$ cat config.mk
export PLATFORM = sky130hd
export DESIGN_NAME = ad7606_frame_acq_flat
export DESIGN_NICKNAME = d
export VERILOG_FILES = /design/src/rtl/ad7606_frame_acq_if.sv /design/src/rtl/ad7606_frame_acq.sv /design/src/flat_wrapper.sv
export SDC_FILE = /design/constraint.sdc
export NUM_CORES = 1
export LEC_CHECK = 0
export BUFFER_PORTS_ARGS = -buffer_cell sky130_fd_sc_hd__buf_4
export CELL_PAD_IN_SITES_DETAIL_PLACEMENT = 0
export CELL_PAD_IN_SITES_GLOBAL_PLACEMENT = 1
export CORE_ASPECT_RATIO = 1.2
export CORE_UTILIZATION = 40
export DETAILED_ROUTE_END_ITERATION = 6
export PLACE_DENSITY_LB_ADDON = 0.1
export SETUP_SLACK_MARGIN = 0.1
export SLEW_MARGIN = 20
export SYNTH_ARGS = -nofsm -noshare
export SYNTH_HDL_FRONTEND = slang
export SYNTH_SLANG_ARGS = --single-unit
$ cat constraint.sdc
create_clock -name Clk -period 4.8 [get_ports Clk]
set_clock_uncertainty 0.15 [all_clocks]
set_input_delay 1.2 -clock Clk [delete_from_list [all_inputs] [get_ports Clk]]
set_output_delay 1.2 -clock Clk [all_outputs]
set_load 0.01 [all_outputs]
$ cat src/rtl/ad7606_frame_acq_if.sv
// Sample stream from the AD7606 frame acquisition block towards the DMA/FIFO path.
interface ad7606_frame_acq_if #(
    parameter int DATA_W = 16
);
    logic [DATA_W-1:0] m_data;
    logic [2:0]        m_ch;
    logic              m_last;
    logic              m_valid;
    logic              m_ready;

    modport master (output m_data, m_ch, m_last, m_valid, input m_ready);
    modport slave  (input m_data, m_ch, m_last, m_valid, output m_ready);
endinterface

$ cat src/rtl/ad7606_frame_acq.sv
// AD7606 parallel-bus acquisition: rate-paced CONVST, per-word RD/CS, masked sample stream.
// Define AD7606_BUSY_TIMEOUT_EN to add the BUSY watchdog (abort + ADC reset, sticky Busy_Err).
//
// state     | meaning
// ----------+------------------------------------------------------
// INIT      | ADC RESET held high for RESET_CYC cycles
// IDLE      | waiting for Go && trig; latches OS and channel mask
// CONV      | CONVST low for CONVST_LOW_CYC cycles
// SETTLE    | fixed wait before BUSY is trusted
// WAIT_BUSY | waiting for synchronised BUSY low
// RD_LOW    | RD/CS low; data captured on the last cycle
// RD_HIGH   | RD/CS high between words
// DONE      | Conv_Done pulse
module ad7606_frame_acq #(
    parameter int NUM_CH         = 8,
    parameter int DATA_W         = 16,
    parameter int RATE_W         = 26,
    parameter int CONVST_LOW_CYC = 2,
    parameter int SETTLE_CYC     = 8,
    parameter int RD_LOW_CYC     = 4,
    parameter int RD_HIGH_CYC    = 6,
    parameter int RESET_CYC      = 10,
    parameter int BUSY_TMO       = 5000
) (
    input  logic                Clk,
    input  logic                Reset_n,
    input  logic                Go,
    input  logic [RATE_W-1:0]   Speed_Set,
    input  logic [NUM_CH-1:0]   Ch_Mask,
    input  logic [2:0]          Os_Set,
    input  logic                Err_Clr,
    output logic                ad7606_convst_o,
    output logic                ad7606_rd_n_o,
    output logic                ad7606_cs_n_o,
    output logic                ad7606_reset_o,
    output logic [2:0]          ad7606_os_o,
    input  logic                ad7606_busy_i,
    input  logic [DATA_W-1:0]   ad7606_db_i,
    ad7606_frame_acq_if.master  strm,
    output logic                Conv_Done,
    output logic                Overrun,
    output logic                Trig_Miss,
    output logic                Busy_Err
);
    typedef enum logic [2:0] {
        S_INIT, S_IDLE, S_CONV, S_SETTLE, S_WAIT_BUSY, S_RD_LOW, S_RD_HIGH, S_DONE
    } state_t;

    // The sum of all hold lengths bounds the largest single load, so one width covers every timer value.
    localparam int TMR_W = $clog2(RESET_CYC + CONVST_LOW_CYC + SETTLE_CYC + RD_LOW_CYC
                                  + RD_HIGH_CYC + BUSY_TMO + 1);

    state_t            state, state_nxt;
    logic [TMR_W-1:0]  tmr, tmr_nxt;
    logic [2:0]        ch, ch_nxt;
    logic [RATE_W-1:0] cnt;
    logic              trig;
    logic [1:0]        busy_sync;
    logic              busy_s;
    logic [NUM_CH-1:0] mask_q;
    logic              start, cap;
    logic              emit, accept, ovr_set, miss_set, is_last;

    assign busy_s        = busy_sync[1];
    assign ad7606_cs_n_o = ad7606_rd_n_o;

    always_ff @(posedge Clk or negedge Reset_n) begin
        if (!Reset_n) begin
            cnt  <= '0;
            trig <= 1'b0;
        end else if (cnt >= Speed_Set) begin
            cnt  <= '0;
            trig <= 1'b1;
        end else begin
            cnt  <= cnt + RATE_W'(1);
            trig <= 1'b0;
        end
    end

    always_ff @(posedge Clk or negedge Reset_n) begin
        if (!Reset_n) busy_sync <= 2'b00;
        else          busy_sync <= {busy_sync[0], ad7606_busy_i};
    end

    always_ff @(posedge Clk or negedge Reset_n) begin
        if (!Reset_n) begin
            state <= S_INIT;
            tmr   <= TMR_W'(RESET_CYC - 1);
            ch    <= '0;
        end else begin
            state <= state_nxt;
            tmr   <= tmr_nxt;
            ch    <= ch_nxt;
        end
    end

`ifdef AD7606_BUSY_TIMEOUT_EN
    logic tmo_hit;
`endif

    always_comb begin
        state_nxt = state;
        tmr_nxt   = (tmr != '0) ? tmr - TMR_W'(1) : tmr;
        ch_nxt    = ch;
        start     = 1'b0;
        cap       = 1'b0;
`ifdef AD7606_BUSY_TIMEOUT_EN
        tmo_hit   = 1'b0;
`endif
        unique case (state)
            S_INIT: if (tmr == '0) state_nxt = S_IDLE;
            S_IDLE: if (Go && trig) begin
                start     = 1'b1;
                state_nxt = S_CONV;
                tmr_nxt   = TMR_W'(CONVST_LOW_CYC - 1);
            end
            S_CONV: if (tmr == '0) begin
                state_nxt = S_SETTLE;
                tmr_nxt   = TMR_W'(SETTLE_CYC - 1);
            end
            S_SETTLE: if (tmr == '0) begin
                state_nxt = S_WAIT_BUSY;
`ifdef AD7606_BUSY_TIMEOUT_EN
                tmr_nxt   = TMR_W'(BUSY_TMO - 1);
`endif
            end
            S_WAIT_BUSY: begin
                if (!busy_s) begin
                    state_nxt = S_RD_LOW;
                    ch_nxt    = '0;
                    tmr_nxt   = TMR_W'(RD_LOW_CYC - 1);
                end
`ifdef AD7606_BUSY_TIMEOUT_EN
                else if (tmr == '0) begin
                    tmo_hit   = 1'b1;
                    state_nxt = S_INIT;
                    tmr_nxt   = TMR_W'(RESET_CYC - 1);
                end
`endif
            end
            S_RD_LOW: if (tmr == '0) begin
                cap       = 1'b1;
                state_nxt = S_RD_HIGH;
                tmr_nxt   = TMR_W'(RD_HIGH_CYC - 1);
            end
            S_RD_HIGH: if (tmr == '0) begin
                if (ch < 3'(NUM_CH - 1)) begin
                    ch_nxt    = ch + 3'd1;
                    state_nxt = S_RD_LOW;
                    tmr_nxt   = TMR_W'(RD_LOW_CYC - 1);
                end else begin
                    state_nxt = S_DONE;
                end
            end
            S_DONE:  state_nxt = S_IDLE;
            default: state_nxt = S_INIT;
        endcase
    end

    // Pin strobes are registered from the next state so they line up with the state register.
    always_ff @(posedge Clk or negedge Reset_n) begin
        if (!Reset_n) begin
            ad7606_convst_o <= 1'b1;
            ad7606_rd_n_o   <= 1'b1;
            ad7606_reset_o  <= 1'b1;
            Conv_Done       <= 1'b0;
            ad7606_os_o     <= 3'd0;
            mask_q          <= '0;
        end else begin
            ad7606_convst_o <= (state_nxt != S_CONV);
            ad7606_rd_n_o   <= (state_nxt != S_RD_LOW);
            ad7606_reset_o  <= (state_nxt == S_INIT);
            Conv_Done       <= (state_nxt == S_DONE);
            if (start) begin
                ad7606_os_o <= Os_Set;
                mask_q      <= Ch_Mask;
            end
        end
    end

    assign emit     = cap && mask_q[ch];
    assign accept   = strm.m_valid && strm.m_ready;
    assign ovr_set  = emit && strm.m_valid && !strm.m_ready;
    assign miss_set = trig && Go && (state != S_IDLE);
    assign is_last  = ((mask_q >> ch) == NUM_CH'(1));

    always_ff @(posedge Clk or negedge Reset_n) begin
        if (!Reset_n) begin
            strm.m_data  <= '0;
            strm.m_ch    <= '0;
            strm.m_last  <= 1'b0;
            strm.m_valid <= 1'b0;
        end else if (emit && !ovr_set) begin
            strm.m_data  <= ad7606_db_i;
            strm.m_ch    <= ch;
            strm.m_last  <= is_last;
            strm.m_valid <= 1'b1;
        end else if (accept) begin
            strm.m_valid <= 1'b0;
        end
    end

    always_ff @(posedge Clk or negedge Reset_n) begin
        if (!Reset_n) begin
            Overrun   <= 1'b0;
            Trig_Miss <= 1'b0;
        end else begin
            if (ovr_set)      Overrun <= 1'b1;
            else if (Err_Clr) Overrun <= 1'b0;
            if (miss_set)     Trig_Miss <= 1'b1;
            else if (Err_Clr) Trig_Miss <= 1'b0;
        end
    end

`ifdef AD7606_BUSY_TIMEOUT_EN
    always_ff @(posedge Clk or negedge Reset_n) begin
        if (!Reset_n)     Busy_Err <= 1'b0;
        else if (tmo_hit) Busy_Err <= 1'b1;
        else if (Err_Clr) Busy_Err <= 1'b0;
    end
`else
    assign Busy_Err = 1'b0;
`endif
endmodule

$ cat src/flat_wrapper.sv
// flat-port wrapper written by rule: the top's interface ports become plain ports
module ad7606_frame_acq_flat 
#(
    parameter int NUM_CH         = 8,
    parameter int DATA_W         = 16,
    parameter int RATE_W         = 26,
    parameter int CONVST_LOW_CYC = 2,
    parameter int SETTLE_CYC     = 8,
    parameter int RD_LOW_CYC     = 4,
    parameter int RD_HIGH_CYC    = 6,
    parameter int RESET_CYC      = 10,
    parameter int BUSY_TMO       = 5000
)
  (Clk, Reset_n, Go, Speed_Set, Ch_Mask, Os_Set, Err_Clr, ad7606_convst_o, ad7606_rd_n_o, ad7606_cs_n_o, ad7606_reset_o, ad7606_os_o, ad7606_busy_i, ad7606_db_i, Conv_Done, Overrun, Trig_Miss, Busy_Err, strm_m_data, strm_m_ch, strm_m_last, strm_m_valid, strm_m_ready);
  ad7606_frame_acq_if #(.DATA_W(DATA_W)) strm_i ();
  input  logic Clk;
  input  logic Reset_n;
  input  logic Go;
  input  logic [RATE_W-1:0] Speed_Set;
  input  logic [NUM_CH-1:0] Ch_Mask;
  input  logic [2:0] Os_Set;
  input  logic Err_Clr;
  output logic ad7606_convst_o;
  output logic ad7606_rd_n_o;
  output logic ad7606_cs_n_o;
  output logic ad7606_reset_o;
  output logic [2:0] ad7606_os_o;
  input  logic ad7606_busy_i;
  input  logic [DATA_W-1:0] ad7606_db_i;
  output logic Conv_Done;
  output logic Overrun;
  output logic Trig_Miss;
  output logic Busy_Err;
  output wire logic [$bits(strm_i.m_data)-1:0] strm_m_data;
  output wire logic [$bits(strm_i.m_ch)-1:0] strm_m_ch;
  output wire logic [$bits(strm_i.m_last)-1:0] strm_m_last;
  output wire logic [$bits(strm_i.m_valid)-1:0] strm_m_valid;
  input wire logic [$bits(strm_i.m_ready)-1:0] strm_m_ready;
  assign strm_m_data = strm_i.m_data;
  assign strm_m_ch = strm_i.m_ch;
  assign strm_m_last = strm_i.m_last;
  assign strm_m_valid = strm_i.m_valid;
  assign strm_i.m_ready = strm_m_ready;
  ad7606_frame_acq #(.NUM_CH(NUM_CH), .DATA_W(DATA_W), .RATE_W(RATE_W), .CONVST_LOW_CYC(CONVST_LOW_CYC), .SETTLE_CYC(SETTLE_CYC), .RD_LOW_CYC(RD_LOW_CYC), .RD_HIGH_CYC(RD_HIGH_CYC), .RESET_CYC(RESET_CYC), .BUSY_TMO(BUSY_TMO)) u_core (.Clk(Clk), .Reset_n(Reset_n), .Go(Go), .Speed_Set(Speed_Set), .Ch_Mask(Ch_Mask), .Os_Set(Os_Set), .Err_Clr(Err_Clr), .ad7606_convst_o(ad7606_convst_o), .ad7606_rd_n_o(ad7606_rd_n_o), .ad7606_cs_n_o(ad7606_cs_n_o), .ad7606_reset_o(ad7606_reset_o), .ad7606_os_o(ad7606_os_o), .ad7606_busy_i(ad7606_busy_i), .ad7606_db_i(ad7606_db_i), .strm(strm_i), .Conv_Done(Conv_Done), .Overrun(Overrun), .Trig_Miss(Trig_Miss), .Busy_Err(Busy_Err));
endmodule
==> flow_metrics.tcl <==
set metrics [dict create \
    port_buffers 89 \
    synth.top_cells.by_area "sky130_fd_sc_hd__dfrtp_1 41%, sky130_fd_sc_hd__ha_1 7.9%, sky130_fd_sc_hd__mux2_4 6.1%" \
    timing_worst_slew_pin_value_ps 878 \
    clock_sinks 86 \
    timing_hold_violations_final 0 \
    syn_nets 557 \
    sequential_cell_area_mm2 0.00216 \
    number_of_vias_in_the_routed_layout 3724 \
    detail_route.first_pass.iterations 4 \
    cts_repair_resize_count 0 \
    initialDrtViolationCount 113 \
    yosysTopAreaCell "sky130_fd_sc_hd__dfrtp_1" \
    die_x_um 103 \
    grt_max_degree 60 \
    p_per_area_mw_per_mm2 297 \
    wire_length_of_the_first_global_routing_pass_um 18000 \
    fraction_of_final_layout_cells_with_drive_strength_greater_than_1 0.287 \
    synth_ff_type "sky130_fd_sc_hd__dfrtp_1" \
    filler_cell_count 1081 \
    finalSetupViolations 0 \
    vdd_ir_drop_max_uv 200 \
    clock_tree.htree_level_count 3 \
    comb_power_share 0.155 \
    multi_input_comb_area_mm2 0.00250 \
    post-route-period-util 0.742 \
    synth_sequential_area_ratio 0.440 \
    worst_skew_pair_latency_ps 330 \
    arrival_ps 3590 \
    postSynthCellCount 467 \
    postSynth.asyncResetShare 1.00 \
    slew_headroom 0.415 \
    die_height_um 123 \
    initial_utilization 0.417 \
    groute.usage.overall 0.184 \
    drc_errors 0 \
    post_drt_wl_per_cell_um 15.3 \
    critical-path-top-cell-by-count "sky130_fd_sc_hd__buf_4" \
    gp_congestion 0.819 \
    setup_repair_bufs_after_cts 0 \
    drv_slew 0 \
    area_inside_the_core_boundary_mm2 0.0118 \
    cpMaxStageDelayCell "sky130_fd_sc_hd__a21oi_2" \
    cell_internal_pwr_mw 1.27 \
    cts-buffers-inserted 9 \
    layout.nets 639 \
    synth-edff-count 0 \
    clock.fmax_mhz 281 \
    share_clk_of_total_power 0.357 \
    i_o_pin_total 91 \
    cts.clk_slew.worst_paths_ps 60 \
    cap_viol_max_count 0 \
    die-area_mm2 0.0127 \
    antenna_violating_nets_left 0 \
    dpl-instance-area_mm2 0.00568 \
    switching_fraction_of_total_power 0.280 \
    via_per_inst 5.24 \
    rsz0062_at_grt "false" \
    critical_path.cell_chain "buf_4 -> inv_1 -> ha_1 -> and4_1 -> nor4bb_1 -> o21ai_0 -> a21oi_2 -> buf_4 -> nor3_1" \
    yosysWarningCount 0 \
    synthDistinctLibCells 57 \
    totalNegativeSetupSlack_ps 0 \
    max_stage_delay_ps 630 \
    outcome "completed" \
    ctsLongestPathBuffers 2 \
    net_load_switching_power_mw 0.494 \
    antennaDiodeCount 0 \
    grt_antenna_before_repair 0 \
    power.static_leakage_nw 2.87 \
    detailed_place_hpwl_um 7930 \
    period_needed_ps 3560 \
    critPathKind "input pin to flop" \
    clock_tree.root_cell "sky130_fd_sc_hd__clkbuf_16" \
    critical_path_required_ps 4820 \
    critical_path.startpoint_type "input pin" \
    synth.cell_area_mm2 0.00491 \
    routed_wirelength_um 10900 \
    worstPathMaxFanout 17 \
    tritoncts_clock_tree "built" \
    worst_setup_path_end_kind "flop" \
    rows 43 \
    final_area_mm2 0.00595 \
    first_global_vias 3676 \
    min_path_type "flop to flop" \
    power.share.sequential 0.489 \
    ys_ff_latch 86 \
    synth_top_area_share 0.413 \
    area.growth.synth_to_final_pct 21.1 \
    postSynthAreaPerCell_um2 10.5 \
    post_cts_hold_buffer_count 0 \
    grt_overflow 0 \
]
[sequential cells by signal (all words and copies together), names as in the netlist, 2 cells and up]
name / flops
u_core.cnt: 26
u_core.tmr: 13
u_core.busy_sync: 2
u_core.strm.m_ch: 3
u_core.ad7606_os_o: 3
u_core.mask_q: 8
u_core.state: 3
u_core.ch: 3
u_core.strm.m_data: 16
[final cells by class]
class,instances,share of cell area
Multi-Input combinational cell,324,0.420
Sequential cell,86,0.363
Timing Repair Buffer,92,0.116
Clock buffer,10,0.0385
Tap cell,157,0.0330
Inverter,36,0.0227
Clock inverter,6,0.00610
[final timing paths]
path | startpoint | end | slack [ps] | cells past startpoint
max | Speed_Set[16] | u_core.cnt[12]$_DFF_PN0_ | 1240 | 9
min | u_core.busy_sync[0]$_DFF_PN0_ | u_core.busy_sync[1]$_DFF_PN0_ | 200 | 0
max in group asynchronous | Reset_n | u_core.cnt[21]$_DFF_PN0_ | 2850 | 2
max reg2reg | u_core.cnt[16]$_DFF_PN0_ | u_core.cnt[12]$_DFF_PN0_ | 1750 | 7
min reg2reg | u_core.busy_sync[0]$_DFF_PN0_ | u_core.busy_sync[1]$_DFF_PN0_ | 200 | 0
min in group asynchronous | Reset_n | u_core.tmr[5]$_DFF_PN0_ | 780 | 1
[cell families (layout without fill, tap and decap cells)]
group                      Yosys count  in the layout  share of synthesized area
AOI/OAI and AO/OA                   55             55                     0.0762
muxes                               37             37                      0.105
buffers and inverters               57            144                     0.0517
xor gates and xnor gates            33             33                     0.0589
adders and majority gates           31             31                     0.0790
DFF                                 86             86                      0.440
other                                1              1                   0.000764
and+or+nand+nor                    167            167                      0.189
[metrics by stage]
| step | std cells | hold WS [ps] | setup slack (ps) | power, mW | utilization |
|---|---|---|---|---|---|
| finish | 711 | 199 | 1240 | 1.76 | 0.505 |
| global route | 711 | 207 | 974 | 1.86 | 0.505 |
| CTS | 711 | 203 | 1140 | 1.79 | 0.505 |
| detailed placement | 695 | 189 | 818 | 1.15 | 0.482 |
| global placement | 695 | 190 | 856 | 1.14 | 0.482 |
| floorplan | 467 | 181 | 1610 | 1.03 | - |
[power groups by stage]
stage / logic, mW / registers [mW] / clock network [mW]
floorplan: 0.182 / 0.852 / 0
global placement: 0.264 / 0.876 / 0
detailed placement: 0.278 / 0.875 / 0
CTS: 0.279 / 0.862 / 0.647
global route: 0.317 / 0.874 / 0.674
finish: 0.273 / 0.862 / 0.629
[placed cells by master (no fill, tap or decap), types with 13 or more instances in the layout]
master                    netlist  final
sky130_fd_sc_hd__buf_4          2     92
sky130_fd_sc_hd__dfrtp_1       81     81
sky130_fd_sc_hd__nor3_1        39     39
sky130_fd_sc_hd__inv_1         34     34
sky130_fd_sc_hd__ha_1          31     31
sky130_fd_sc_hd__nand2_1       25     25
sky130_fd_sc_hd__nor2_1        23     23
sky130_fd_sc_hd__nand3_1       23     23
sky130_fd_sc_hd__xor2_1        22     22
sky130_fd_sc_hd__mux2_4        20     20
sky130_fd_sc_hd__a21oi_1       15     14
sky130_fd_sc_hd__mux2_2        14     14
sky130_fd_sc_hd__nand4_1       13     13
[critical path, delay by kind of cell]
family | cells | cell delay, ps
buf+inv | 3 | 420
simple gates | 3 | 810
compound gates | 2 | 860
fa+ha+maj | 1 | 300
[synthesized netlist by cell type, types with 3 or more instances]
cell type / instances
sky130_fd_sc_hd__a21o_1: 6
sky130_fd_sc_hd__xnor2_1: 11
sky130_fd_sc_hd__inv_1: 34
sky130_fd_sc_hd__and3_1: 7
sky130_fd_sc_hd__nor2_1: 23
sky130_fd_sc_hd__nor3_1: 39
sky130_fd_sc_hd__nor4_1: 8
sky130_fd_sc_hd__a21oi_1: 15
sky130_fd_sc_hd__mux2_4: 20
sky130_fd_sc_hd__o22ai_1: 3
sky130_fd_sc_hd__nand3_1: 23
sky130_fd_sc_hd__nand2_1: 25
sky130_fd_sc_hd__dfstp_2: 5
sky130_fd_sc_hd__o21ai_0: 8
sky130_fd_sc_hd__a211oi_1: 5
sky130_fd_sc_hd__dfrtp_1: 81
sky130_fd_sc_hd__or3_1: 3
sky130_fd_sc_hd__xor2_1: 22
sky130_fd_sc_hd__o221ai_1: 3
sky130_fd_sc_hd__nand2b_1: 4
sky130_fd_sc_hd__clkbuf_1: 15
sky130_fd_sc_hd__mux2_2: 14
sky130_fd_sc_hd__and4_1: 5
sky130_fd_sc_hd__ha_1: 31
sky130_fd_sc_hd__nand4_1: 13
[per-layer routing]
metal | routed length, um | part of all wire | global-route usage
met3 | 352 | 0.032 | 0.0277
met4 | 81 | 0.0074 | 0.0643
met5 | 0 | 0 | 0
met1 | 4930 | 0.45 | 0.236
met2 | 5510 | 0.51 | 0.313
No activity file was read; power rests on OpenSTA's default activity.
